## config.mk

```make
export PLATFORM = sky130hd
export DESIGN_NAME = mp_alu_seq
export DESIGN_NICKNAME = d
export VERILOG_FILES = /design/src/rtl/mp_alu_pkg.sv /design/src/rtl/mp_alu_seq.sv
export SDC_FILE = /design/constraint.sdc
export NUM_CORES = 1
export LEC_CHECK = 0
export CAP_MARGIN = 20
export CORE_MARGIN = 4
export CORE_UTILIZATION = 51
export CTS_CLUSTER_DIAMETER = 200
export DETAILED_ROUTE_END_ITERATION = 6
export PLACE_DENSITY = 0.85
export SLEW_MARGIN = 20
export SYNTH_ARGS = -nofsm -noshare
export SYNTH_HDL_FRONTEND = slang
export SYNTH_SLANG_ARGS = --single-unit
```

## constraint.sdc

```tcl
create_clock -name clk -period 5.87 [get_ports clk]
set_input_delay 1.174 -clock clk [delete_from_list [all_inputs] [get_ports clk]]
set_output_delay 1.174 -clock clk [all_outputs]
set_load 0.005 [all_outputs]
```

## src/rtl/mp_alu_pkg.sv

```systemverilog
// Shared types and ALU opcode constants for the multi-precision ALU sequencer.
package mp_alu_pkg;

    // Multi-byte operations accepted on the op port; codes 5-7 are reserved.
    typedef enum logic [2:0] {
        OP_ADD = 3'd0,
        OP_SUB = 3'd1,
        OP_SHL = 3'd2,
        OP_SHR = 3'd3,
        OP_CMP = 3'd4
    } op_e;

    // Opcodes understood by the shared 8-bit combinational ALU.
    localparam logic [4:0] ALU_ADD = 5'b01101;
    localparam logic [4:0] ALU_LSL = 5'b10011;
    localparam logic [4:0] ALU_SLC = 5'b10100;
    localparam logic [4:0] ALU_LSR = 5'b10001;
    localparam logic [4:0] ALU_SRC = 5'b10010;
    localparam logic [4:0] ALU_CMP = 5'b00101;
    localparam logic [4:0] ALU_NOP = 5'b00000;

    // Sequencer states.
    typedef enum logic [1:0] {
        ST_IDLE = 2'd0,
        ST_RUN  = 2'd1,
        ST_DONE = 2'd2
    } state_e;

endpackage

```

## src/rtl/mp_alu_seq.sv

```systemverilog
// Multi-precision sequencer: walks an operand of up to MAX_BYTES bytes through
// the shared 8-bit ALU, one byte per cycle, chaining the carry/shift bit.
module mp_alu_seq
    import mp_alu_pkg::*;
#(
    parameter int MAX_BYTES = 4,
    parameter int NB_W      = $clog2(MAX_BYTES + 1)
) (
    input  logic                   clk,
    input  logic                   rst_n,
    input  logic                   start,
    input  logic [2:0]             op,
    input  logic [NB_W-1:0]        nbytes,
    input  logic [8*MAX_BYTES-1:0] opa,
    input  logic [8*MAX_BYTES-1:0] opb,
    output logic                   busy,
    output logic                   done,
    output logic [8*MAX_BYTES-1:0] result,
    output logic                   carry_out,
    output logic                   zero,
    output logic                   eq,
    output logic                   gt,
    output logic                   lt,
    output logic [4:0]             alu_op,
    output logic [7:0]             alu_a,
    output logic [7:0]             alu_b,
    output logic                   alu_ci,
    input  logic [7:0]             alu_rslt,
    input  logic                   alu_co,
    input  logic                   alu_eq,
    input  logic                   alu_gt,
    input  logic                   alu_lt
);

    localparam int              W      = 8 * MAX_BYTES;
    localparam int              IDX_W  = $clog2(MAX_BYTES);
    localparam logic [NB_W-1:0] MAX_NB = NB_W'(MAX_BYTES);

    state_e            state_q, state_d;
    logic [2:0]        op_q, op_d;
    logic [W-1:0]      opa_q, opa_d, opb_q, opb_d;
    logic [IDX_W-1:0]  idx_q, idx_d;
    logic [NB_W-1:0]   cnt_q, cnt_d;
    logic              first_q, first_d;
    logic              cy_q, cy_d;
    logic [W-1:0]      result_q, result_d;
    logic              carry_q, carry_d;
    logic              zero_q, zero_d;
    logic              eq_q, eq_d, gt_q, gt_d, lt_q, lt_d;

    logic [NB_W-1:0]   nb_clamp, nb_m1;
    logic [7:0]        a_byte, b_byte;
    logic              descending;

    assign nb_clamp   = (nbytes > MAX_NB) ? MAX_NB : nbytes;
    assign nb_m1      = nb_clamp - NB_W'(1);
    assign descending = (op_q == OP_SHR) || (op_q == OP_CMP);
    assign a_byte     = opa_q[idx_q*8 +: 8];
    assign b_byte     = opb_q[idx_q*8 +: 8];

    assign busy      = (state_q == ST_RUN);
    assign done      = (state_q == ST_DONE);
    assign result    = result_q;
    assign carry_out = carry_q;
    assign zero      = zero_q;
    assign eq        = eq_q;
    assign gt        = gt_q;
    assign lt        = lt_q;

    // Present the current byte and carry-in to the ALU; idle the ALU outside RUN.
    always_comb begin
        alu_op = ALU_NOP;
        alu_a  = 8'h00;
        alu_b  = 8'h00;
        alu_ci = 1'b0;
        if (state_q == ST_RUN) begin
            case (op_q)
                OP_ADD: begin
                    alu_op = ALU_ADD;
                    alu_a  = a_byte;
                    alu_b  = b_byte;
                    alu_ci = first_q ? 1'b0 : cy_q;
                end
                OP_SUB: begin
                    alu_op = ALU_ADD;
                    alu_a  = a_byte;
                    alu_b  = ~b_byte;
                    alu_ci = first_q ? 1'b1 : cy_q;
                end
                OP_SHL: begin
                    alu_op = first_q ? ALU_LSL : ALU_SLC;
                    alu_a  = a_byte;
                    alu_ci = first_q ? 1'b0 : cy_q;
                end
                OP_SHR: begin
                    alu_op = first_q ? ALU_LSR : ALU_SRC;
                    alu_a  = a_byte;
                    alu_ci = first_q ? 1'b0 : cy_q;
                end
                OP_CMP: begin
                    alu_op = ALU_CMP;
                    alu_a  = a_byte;
                    alu_b  = b_byte;
                end
                default: ;
            endcase
        end
    end

    // Next-state logic: accept in IDLE, one byte per RUN cycle, single DONE cycle.
    always_comb begin
        state_d  = state_q;
        op_d     = op_q;
        opa_d    = opa_q;
        opb_d    = opb_q;
        idx_d    = idx_q;
        cnt_d    = cnt_q;
        first_d  = first_q;
        cy_d     = cy_q;
        result_d = result_q;
        carry_d  = carry_q;
        zero_d   = zero_q;
        eq_d     = eq_q;
        gt_d     = gt_q;
        lt_d     = lt_q;
        case (state_q)
            ST_IDLE: begin
                if (start) begin
                    op_d     = op;
                    opa_d    = opa;
                    opb_d    = opb;
                    cnt_d    = nb_clamp;
                    first_d  = 1'b1;
                    cy_d     = 1'b0;
                    result_d = '0;
                    carry_d  = 1'b0;
                    zero_d   = 1'b1;
                    gt_d     = 1'b0;
                    lt_d     = 1'b0;
                    eq_d     = 1'b0;
                    if ((nb_clamp == '0) || (op > OP_CMP)) begin
                        // Nothing to walk: empty operand (CMP of nothing is equal) or reserved op.
                        eq_d    = (op == OP_CMP);
                        state_d = ST_DONE;
                    end else begin
                        idx_d   = ((op == OP_SHR) || (op == OP_CMP)) ? nb_m1[IDX_W-1:0] : '0;
                        state_d = ST_RUN;
                    end
                end
            end
            ST_RUN: begin
                first_d = 1'b0;
                cy_d    = alu_co;
                cnt_d   = cnt_q - NB_W'(1);
                idx_d   = descending ? (idx_q - IDX_W'(1)) : (idx_q + IDX_W'(1));
                if (op_q == OP_CMP) begin
                    if (!alu_eq) begin
                        // Most significant differing byte decides the ordering.
                        gt_d    = alu_gt;
                        lt_d    = alu_lt;
                        zero_d  = 1'b0;
                        state_d = ST_DONE;
                    end else if (cnt_q == NB_W'(1)) begin
                        eq_d    = 1'b1;
                        zero_d  = 1'b1;
                        state_d = ST_DONE;
                    end
                end else begin
                    result_d[idx_q*8 +: 8] = alu_rslt;
                    if (cnt_q == NB_W'(1)) begin
                        carry_d = alu_co;
                        zero_d  = ~|result_d;
                        state_d = ST_DONE;
                    end
                end
            end
            ST_DONE: state_d = ST_IDLE;
            default: state_d = ST_IDLE;
        endcase
    end

    // Control and visible result registers, cleared by reset.
    always_ff @(posedge clk) begin
        if (!rst_n) begin
            state_q  <= ST_IDLE;
            idx_q    <= '0;
            cnt_q    <= '0;
            first_q  <= 1'b0;
            cy_q     <= 1'b0;
            result_q <= '0;
            carry_q  <= 1'b0;
            zero_q   <= 1'b1;
            eq_q     <= 1'b0;
            gt_q     <= 1'b0;
            lt_q     <= 1'b0;
        end else begin
            state_q  <= state_d;
            idx_q    <= idx_d;
            cnt_q    <= cnt_d;
            first_q  <= first_d;
            cy_q     <= cy_d;
            result_q <= result_d;
            carry_q  <= carry_d;
            zero_q   <= zero_d;
            eq_q     <= eq_d;
            gt_q     <= gt_d;
            lt_q     <= lt_d;
        end
    end

    // Latched operands and opcode; only consumed while RUN, so no reset needed.
    always_ff @(posedge clk) begin
        op_q  <= op_d;
        opa_q <= opa_d;
        opb_q <= opb_d;
    end

endmodule

```

After elaboration in Yosys (flattened, before gate mapping)
Cells that the tools add are included.
Operators by class
  reductions and logical operators: 21
  equality and inequality tests: 18
  magnitude comparators: 2
  mux-type cells: 53
  shift operators: 4
  bitwise operators: 1
  $add $sub $neg: 5
Operator list (count)
  $mux 32: 2
  $pmux 32 s2: 1
  $shiftx 32x6->8: 2
  $neg 5->34: 1
  $shift 8x34->32 const A: 1
  $shiftx 8x34->32: 1
  $bwmux 32: 1
  $reduce_or 32->1: 1
  $mux 8: 3
  $mux 2: 10
  $pmux 5 s4: 1
  $mux 1: 19
  $pmux 1 s2: 8
  $pmux 8 s2: 1
  $reduce_and 4->1: 3
  $eq 3x2->1 const B: 3
  $mux 3: 3
  $ne 2x2->1 const B: 4
  $not 8->8: 1
  $pmux 2 s2: 2
  $eq 3x1->1 const B: 2
  $eq 3x3->1 const B: 2
  $gt 3x3->1 const B: 2
  $logic_not 3->1: 2
  other kinds (20): 28
Storage, ports and cells
  logic and storage cells: 118
  output and inout port bits: 61
  flip-flop bits (word level): 113

Longest topological paths before layout
Gate-level depths: netlist of the first run.
  depth in word-level cells: 8
  mapped depth: 10
  depth with buffers taken out: 8

Worst setup path after synthesis of the first run
Ideal clock, no wire load.
  kind: input port to flip-flop
  from: input port start
  to: register result_q[11], in the netlist result[11]
  required time: 5.803 ns
  setup slack: 1.876 ns
  library setup time: 0.067 ns
  path buffers: 0
  data arrival time: 3.927 ns
  cell stages on the path: 5
  cells stage by stage: nand2_1 > clkinv_1 > a21oi_1 > a22oi_1 > nor2b_1
Between the ends
  longest elaborated chain between the ends: 2
RTL lines
  from (decl): line mp_alu_seq.sv:11  | input logic start,
  $ne 2x2->1 (no source line)
  $reduce_and 3->1 (no source line)
  to (signal assigned): line mp_alu_seq.sv:202  | result_q <= result_d;
  to (decl): line mp_alu_seq.sv:46  | logic [W-1:0] result_q, result_d;
Every way passes these cells.
A chain may end at the register's enable or synchronous reset.

Worst setup path after layout of the first run
  from: register idx_q[0]
  to: output port alu_b[4]
Between the ends
  longest elaborated chain between the ends: 4
RTL lines
  from (decl): line mp_alu_seq.sv:42  | logic [IDX_W-1:0] idx_q, idx_d;
  from (signal assigned): line mp_alu_seq.sv:198  | idx_q <= idx_d;
  $shiftx 32x6->8 (*): line mp_alu_seq.sv:59  | assign b_byte = opb_q[idx_q*8 +: 8];
  $not 8->8: line mp_alu_seq.sv:87  | alu_b = ~b_byte;
  $pmux 8 s2 (*): line mp_alu_seq.sv:77  | case (op_q)
  $mux 8 (*): line mp_alu_seq.sv:76  | if (state_q == ST_RUN) begin
  to (decl): line mp_alu_seq.sv:26  | output logic [7:0] alu_b,
Every way passes the cells marked *; elsewhere a longest branch is shown, timed or not.

==> results of run 1 <==
==> state kept, by name, indices dropped and copies added (netlist names), 2 cells and up <==
| name | flops |
|---|---|
| result | 32 |
| op_q | 3 |
| opb_q | 32 |
| state_q | 2 |
| cnt_q | 3 |
| idx_q | 2 |
| opa_q | 32 |
==> how the worst min path moves through the flow <==
stage / from / to / cells past startpoint
after floorplan: gt / gt / 2
after global placement: lt / lt / 2
after detailed placement: gt / gt / 2
after CTS: gt / gt / 2
after global routing: gt / gt / 2
final: gt / gt / 2
==> area by class of cell <==
type / instances / area [um2] / area share
Multi-Input combinational cell: 259 / 1950 / 0.273
Inverter: 12 / 45.0 / 0.00629
Sequential cell: 113 / 2930 / 0.410
Clock buffer: 17 / 414 / 0.0578
Clock inverter: 14 / 179 / 0.0250
Tap cell: 129 / 161 / 0.0225
Timing Repair Buffer: 148 / 1470 / 0.206
==> power by group through the flow <==
stage / clock [mW] / sequential [mW] / combinational, mW
after floorplan: 0 / 0.925 / 0.164
after global placement: 0 / 0.940 / 0.260
after detailed placement: 0 / 0.944 / 0.267
after CTS: 1.04 / 0.928 / 0.273
after global routing: 1.08 / 0.933 / 0.294
final: 1.03 / 0.929 / 0.274
==> logic make-up after synthesis <==
family | after synthesis | share of synthesized area
flip-flops | 113 | 0.585
buffers and inverters | 32 | 0.0262
XOR/XNOR | 3 | 0.00524
AND/OR/NAND/NOR | 133 | 0.151
adder cells (fa/ha/maj) | 8 | 0.0200
AO/OA/AOI/OAI | 91 | 0.123
multiplexers | 24 | 0.0899
==> placed cells by master (no fill, tap or decap), types with 3 or more instances in the layout <==
master	instances
a21boi_0	4
a21oi_1	19
a22oi_1	29
and2_1	4
and3_1	10
buf_4	3
bufinv_16	3
clkbuf_16	16
clkdlybuf4s50_1	145
clkinvlp_4	3
dfxtp_1	46
edfxtp_1	67
ha_1	8
inv_1	11
inv_6	6
mux2_2	8
mux4_2	16
nand2_1	10
nand2b_1	4
nand3_1	14
nor2_1	15
nor2b_1	40
nor3_1	13
nor3b_1	3
nor4_1	7
o21ai_0	15
o22ai_1	5
or4_1	3
==> metal layers <==
| layer | up-vias | track usage |
|---|---|---|
| met4 | 0 | 0.0740 |
| met3 | 19 | 0.0831 |
| li1 | 1849 | - |
| met1 | 1958 | 0.284 |
| met5 | - | 0 |
| met2 | 208 | 0.446 |
==> worst reg2reg max path: stages, from the launching register on <==
cell and delay [ns]:
dfxtp_1 0.47, or2b_1 0.55, inv_1 0.73, nand2_1 0.48
nor2_1 0.52, a22oi_1 0.18, nor2b_1 0.19
==> through the flow <==
stage | area [um2] | total power [mW] | setup WS (ns)
after detailed placement | 6560 | 1.21 | 2.14
after floorplan | 5010 | 1.09 | 1.88
after CTS | 7150 | 2.24 | 1.55
final | 7160 | 2.23 | 1.58
after global placement | 6560 | 1.20 | 2.16
after global routing | 7160 | 2.31 | 1.42
==> cells in the mapped netlist, types with 3 or more instances <==
cell type | count | share of area
a22oi_1 | 29 | 0.043
and2_1 | 4 | 0.0050
o21ai_0 | 15 | 0.015
mux4_2 | 16 | 0.072
nor2_1 | 15 | 0.011
nor3_1 | 13 | 0.013
inv_1 | 11 | 0.0082
dfxtp_1 | 46 | 0.18
mux2_2 | 8 | 0.018
ha_1 | 8 | 0.020
and3_1 | 10 | 0.012
a21oi_1 | 19 | 0.019
a21boi_0 | 4 | 0.0060
o22ai_1 | 5 | 0.0062
nand3_1 | 14 | 0.014
nand2b_1 | 4 | 0.0050
nor2b_1 | 40 | 0.050
nor3b_1 | 3 | 0.0045
buf_2 | 3 | 0.0030
nand2_1 | 10 | 0.0075
clkbuf_1 | 14 | 0.010
or4_1 | 3 | 0.0045
edfxtp_1 | 67 | 0.40
nor4_1 | 7 | 0.0087
==> results.cfg, run 1 <==
[clock_tree]
cts_inserted_buffers = 17
clock_latency_ns = 0.52
cts_tree = done
cts.sinks = 113
cts_max_path_buffers = 2
post-cts-setup-buffers = 0
htree_levels = 4
cts-resized-gates = 0
path_clk_slew_ns = 0.06
root_buffer = clkbuf_8
holdBufCountCts = 0

[floorplanning]
dieArea_mm2 = 0.0115
die_x_um = 107
io_pins = 146
num_rows = 35
fp.dieH_um = 107
initial_core_util = 0.532
coreArea_mm2 = 0.00942

[synth]
ys_types = 51
yosysSeqAreaShare = 0.585
netlist_area_mm2 = 0.00501
synth_seq_cells = 113
synthFlopType = edfxtp_1
syn_nets = 497
synth_cells = 404
synth_warnings = 0
synth_edf_count = 67
postSynthAreaPerCell_um2 = 12.4
synth-async-reset-ratio = 0

[detailed_routing]
drcViolationCount = 0
dr_wl_met3_mm = 1.13
met2WireLength_mm = 7.21
postRouteWirelength_mm = 13.8
top_layer_used = met4
drt-initial-drc-count = 312
viasPerCell = 5.83
dr.pass1.iters = 5
post_drt_wl_per_cell_um = 20.0
vias = 4034
wl_met1_mm = 5.31
final_antenna_net_count = 0

[worst_setup_path]
critPathKind = reg2out
setup.worst_path.start = idx_q[0]
cp.depth = 4
crit_required_ns = 4.70
ff2ff_setup_slack_ns = 2.70
critPathMaxStageDelay_ns = 0.91
path_cells = mux4_2, mux2_2, nor3_1, clkdlybuf4s50_1
crit_fanout = 17
endpoint = alu_b[4]
critPathBufInv = 1
reg2regPathDepth = 6
critPathCaptureType = output pin
regToRegStartpoint = state_q[0]
worstPathArrival_ns = 3.12
cpMaxStageDelayCell = dfxtp_1
cp_top_family = flip-flops
r2r_end = result[25]
start_kind = register

[sta]
worst_pin_slew_ns = 1.05
finalMaxSlewViolations = 0
grt_setup_unrepaired = false
post-route-period-util = 0.731
fmax_mhz = 233
max_slew_margin = 0.298
whs_ns = 0.480
finalSetupTns_ns = 0
finClkSkew_ns = 0.00788
fin_crit_ns = 4.29
report.final.hold_viol_count = 0
setup_viol = 0

[final_layout]
finalNonFillerCells = 692
area_delta_synth_final_pct = 42.9
finalNetCount = 644
num_antenna_cells = 0
drive_above_1_share = 0.115
post-route-util = 0.761
nFillCells = 609

[power]
clkPwrFrac = 0.461
ir_drop_mv = 0.186
total_leakage_power_nw = 2.48
swShare = 0.244
p_int_mw = 1.69
power.density_mw_per_mm2 = 312
comb_power_share = 0.123
power_switching_mw = 0.544
seqPwrFrac = 0.416

[global_routing]
grt_antenna_before_repair = 0
grt_pass1_vias = 4261
grt_remaining_overflow = 0
grt_first_pass_wirelength_mm = 21.9
gr-usage-all-layers = 0.250
grt_max_degree = 47

[placed_design]
placed_cells = 661
port_buffers = 145
dp_hpwl_mm = 9.65
place.gp.congestion = 0.896

[job]
cap_violations = 0

[status]
status = complete, no violations

[min_path]
min_path_type = reg2reg
No activity file was read; power rests on OpenSTA's default activity.
==> run 2, diff against run 1 <==
- CORE_UTILIZATION: 51 -> 48
- PLACE_DENSITY: 0.85 -> 0.81
- clock period: 5.87 -> 4.4 ns (I/O delays scaled with it)
==> results.cfg, run 2 (synthesis results as in run 1) <==
[status]
status = complete, no violations

[global_routing]
gr-usage-all-layers = 0.233
grt_remaining_overflow = 0
grt_max_degree = 51
grt_pass1_vias = 4202
grt_first_pass_wirelength_mm = 21.2
grt_antenna_before_repair = 0

[detailed_routing]
dr.pass1.iters = 5
drcViolationCount = 0
drt-initial-drc-count = 308
vias = 4042
post_drt_wl_per_cell_um = 19.6
postRouteWirelength_mm = 13.7
final_antenna_net_count = 0
viasPerCell = 5.76

[worst_setup_path]
start_kind = register
worstPathArrival_ns = 3.05
crit_required_ns = 3.52
ff2ff_setup_slack_ns = 1.43
critPathMaxStageDelay_ns = 0.84
critPathBufInv = 1
critPathCaptureType = output pin
reg2regPathDepth = 7
path_cells = mux4_2, mux2_2, nor3_1, clkdlybuf4s50_1
critPathKind = reg2out
crit_fanout = 26
r2r_end = zero
cp_top_family = multiplexers
cpMaxStageDelayCell = dfxtp_2
regToRegStartpoint = idx_q[0]

[sta]
report.final.hold_viol_count = 0
setup_viol = 0
fin_crit_ns = 3.93
finalSetupTns_ns = 0
post-route-period-util = 0.893
finalMaxSlewViolations = 0
max_slew_margin = 0.433
grt_setup_unrepaired = false
worst_pin_slew_ns = 0.845
fmax_mhz = 254
timing.final.ws_setup_ns = 0.470
finClkSkew_ns = 0.00798

[clock_tree]
root_buffer = clkbuf_8
holdBufCountCts = 0
post-cts-setup-buffers = 0
htree_levels = 4
clock_latency_ns = 0.51
cts-resized-gates = 0
cts.sinks = 113
cts_inserted_buffers = 17
path_clk_slew_ns = 0.06
cts_max_path_buffers = 2
cts_tree = done

[final_layout]
num_antenna_cells = 0
drive_above_1_share = 0.118
finalNetCount = 646
multi_input_area_mm2 = 0.00195
nFillCells = 679
seqCellArea_mm2 = 0.00293
final_common_cell = clkdlybuf4s50_1
area_delta_synth_final_pct = 43.6
final_cell_mix = clkdlybuf4s50_1, edfxtp_1, dfxtp_1

[power]
total_leakage_power_nw = 2.50
ir_drop_mv = 0.406
power.density_mw_per_mm2 = 415

[min_path]
hold-path-endpoint = lt
hp-start = lt
whs_path_depth = 2
min_path_type = reg2reg

[placed_design]
place.gp.congestion = 0.874
port_buffers = 145
dp_hpwl_mm = 9.31
place_ws_ns = 1.06

[floorplanning]
dieArea_mm2 = 0.0121
coreArea_mm2 = 0.0102
die_x_um = 110
initial_core_util = 0.490
fp.dieH_um = 110
io_pins = 146
num_rows = 37

[job]
cap_violations = 0
==> run 2: cell count changes in the layout (fill, tap and decap cells not counted), sizes merged <==
cell      delta
clkinv       +5
inv          -3
clkbuf       +1
clkinvlp     -2
buf          +2
==> run 2: metal layers <==
layer  wire (um)  vias to the layer above  GRT usage  part of all wire
met2        6950                      220      0.399              0.51
met4         170                        0     0.0712             0.012
met5           0                        -          0                 0
li1            -                     1851          -                 -
met3        1300                       19     0.0745             0.095
met1        5310                     1952      0.281              0.39
==> run 2: power by group <==
group / total, mW / switching [mW] / internal, mW
Clock: 1.38 / 0.510 / 0.871
Combinational: 0.368 / 0.173 / 0.194
Sequential: 1.24 / 0.0479 / 1.19
Total: 2.99 / 0.731 / 2.26
==> run 2: worst max-delay path by stage <==
stage	start	endpoint	slack [ns]	cells after the start
floorplan	start	result[11]	0.70	5
global placement	idx_q[0]	alu_b[6]	1.08	4
detailed placement	idx_q[0]	alu_b[0]	1.06	4
CTS	idx_q[0]	alu_b[6]	0.44	4
global route	idx_q[0]	alu_b[6]	0.30	4
finish	idx_q[0]	alu_b[6]	0.47	4
==> run 2: tightest hold or removal path, delay by kind of cell, from the launching register on <==
family,cells,cell delay [ns]
AO/OA/AOI/OAI,1,0.07
flip-flops,1,0.31
AND/OR/NAND/NOR,1,0.06
==> run 2: final cells by class <==
class / instances / share of cell area
clock buffers: 18 / 0.0581
clock inverters: 14 / 0.0252
inverters: 12 / 0.00626
multi-input cells: 259 / 0.271
flip-flops and latches: 113 / 0.408
well taps: 136 / 0.0236
repair buffers: 150 / 0.209
==> run 2: stage by stage <==
stage                     power [mW]  area, um2   util  cells  hold WS [ns]
after global routing            3.09       7200  0.704    702         0.514
after global placement          1.61       6600  0.645    670         0.464
after detailed placement        1.62       6600  0.645    670         0.483
after floorplan                 1.45       5010      -    404         0.471
final                           2.99       7200  0.704    702         0.487
after CTS                       3.00       7200  0.704    702         0.491
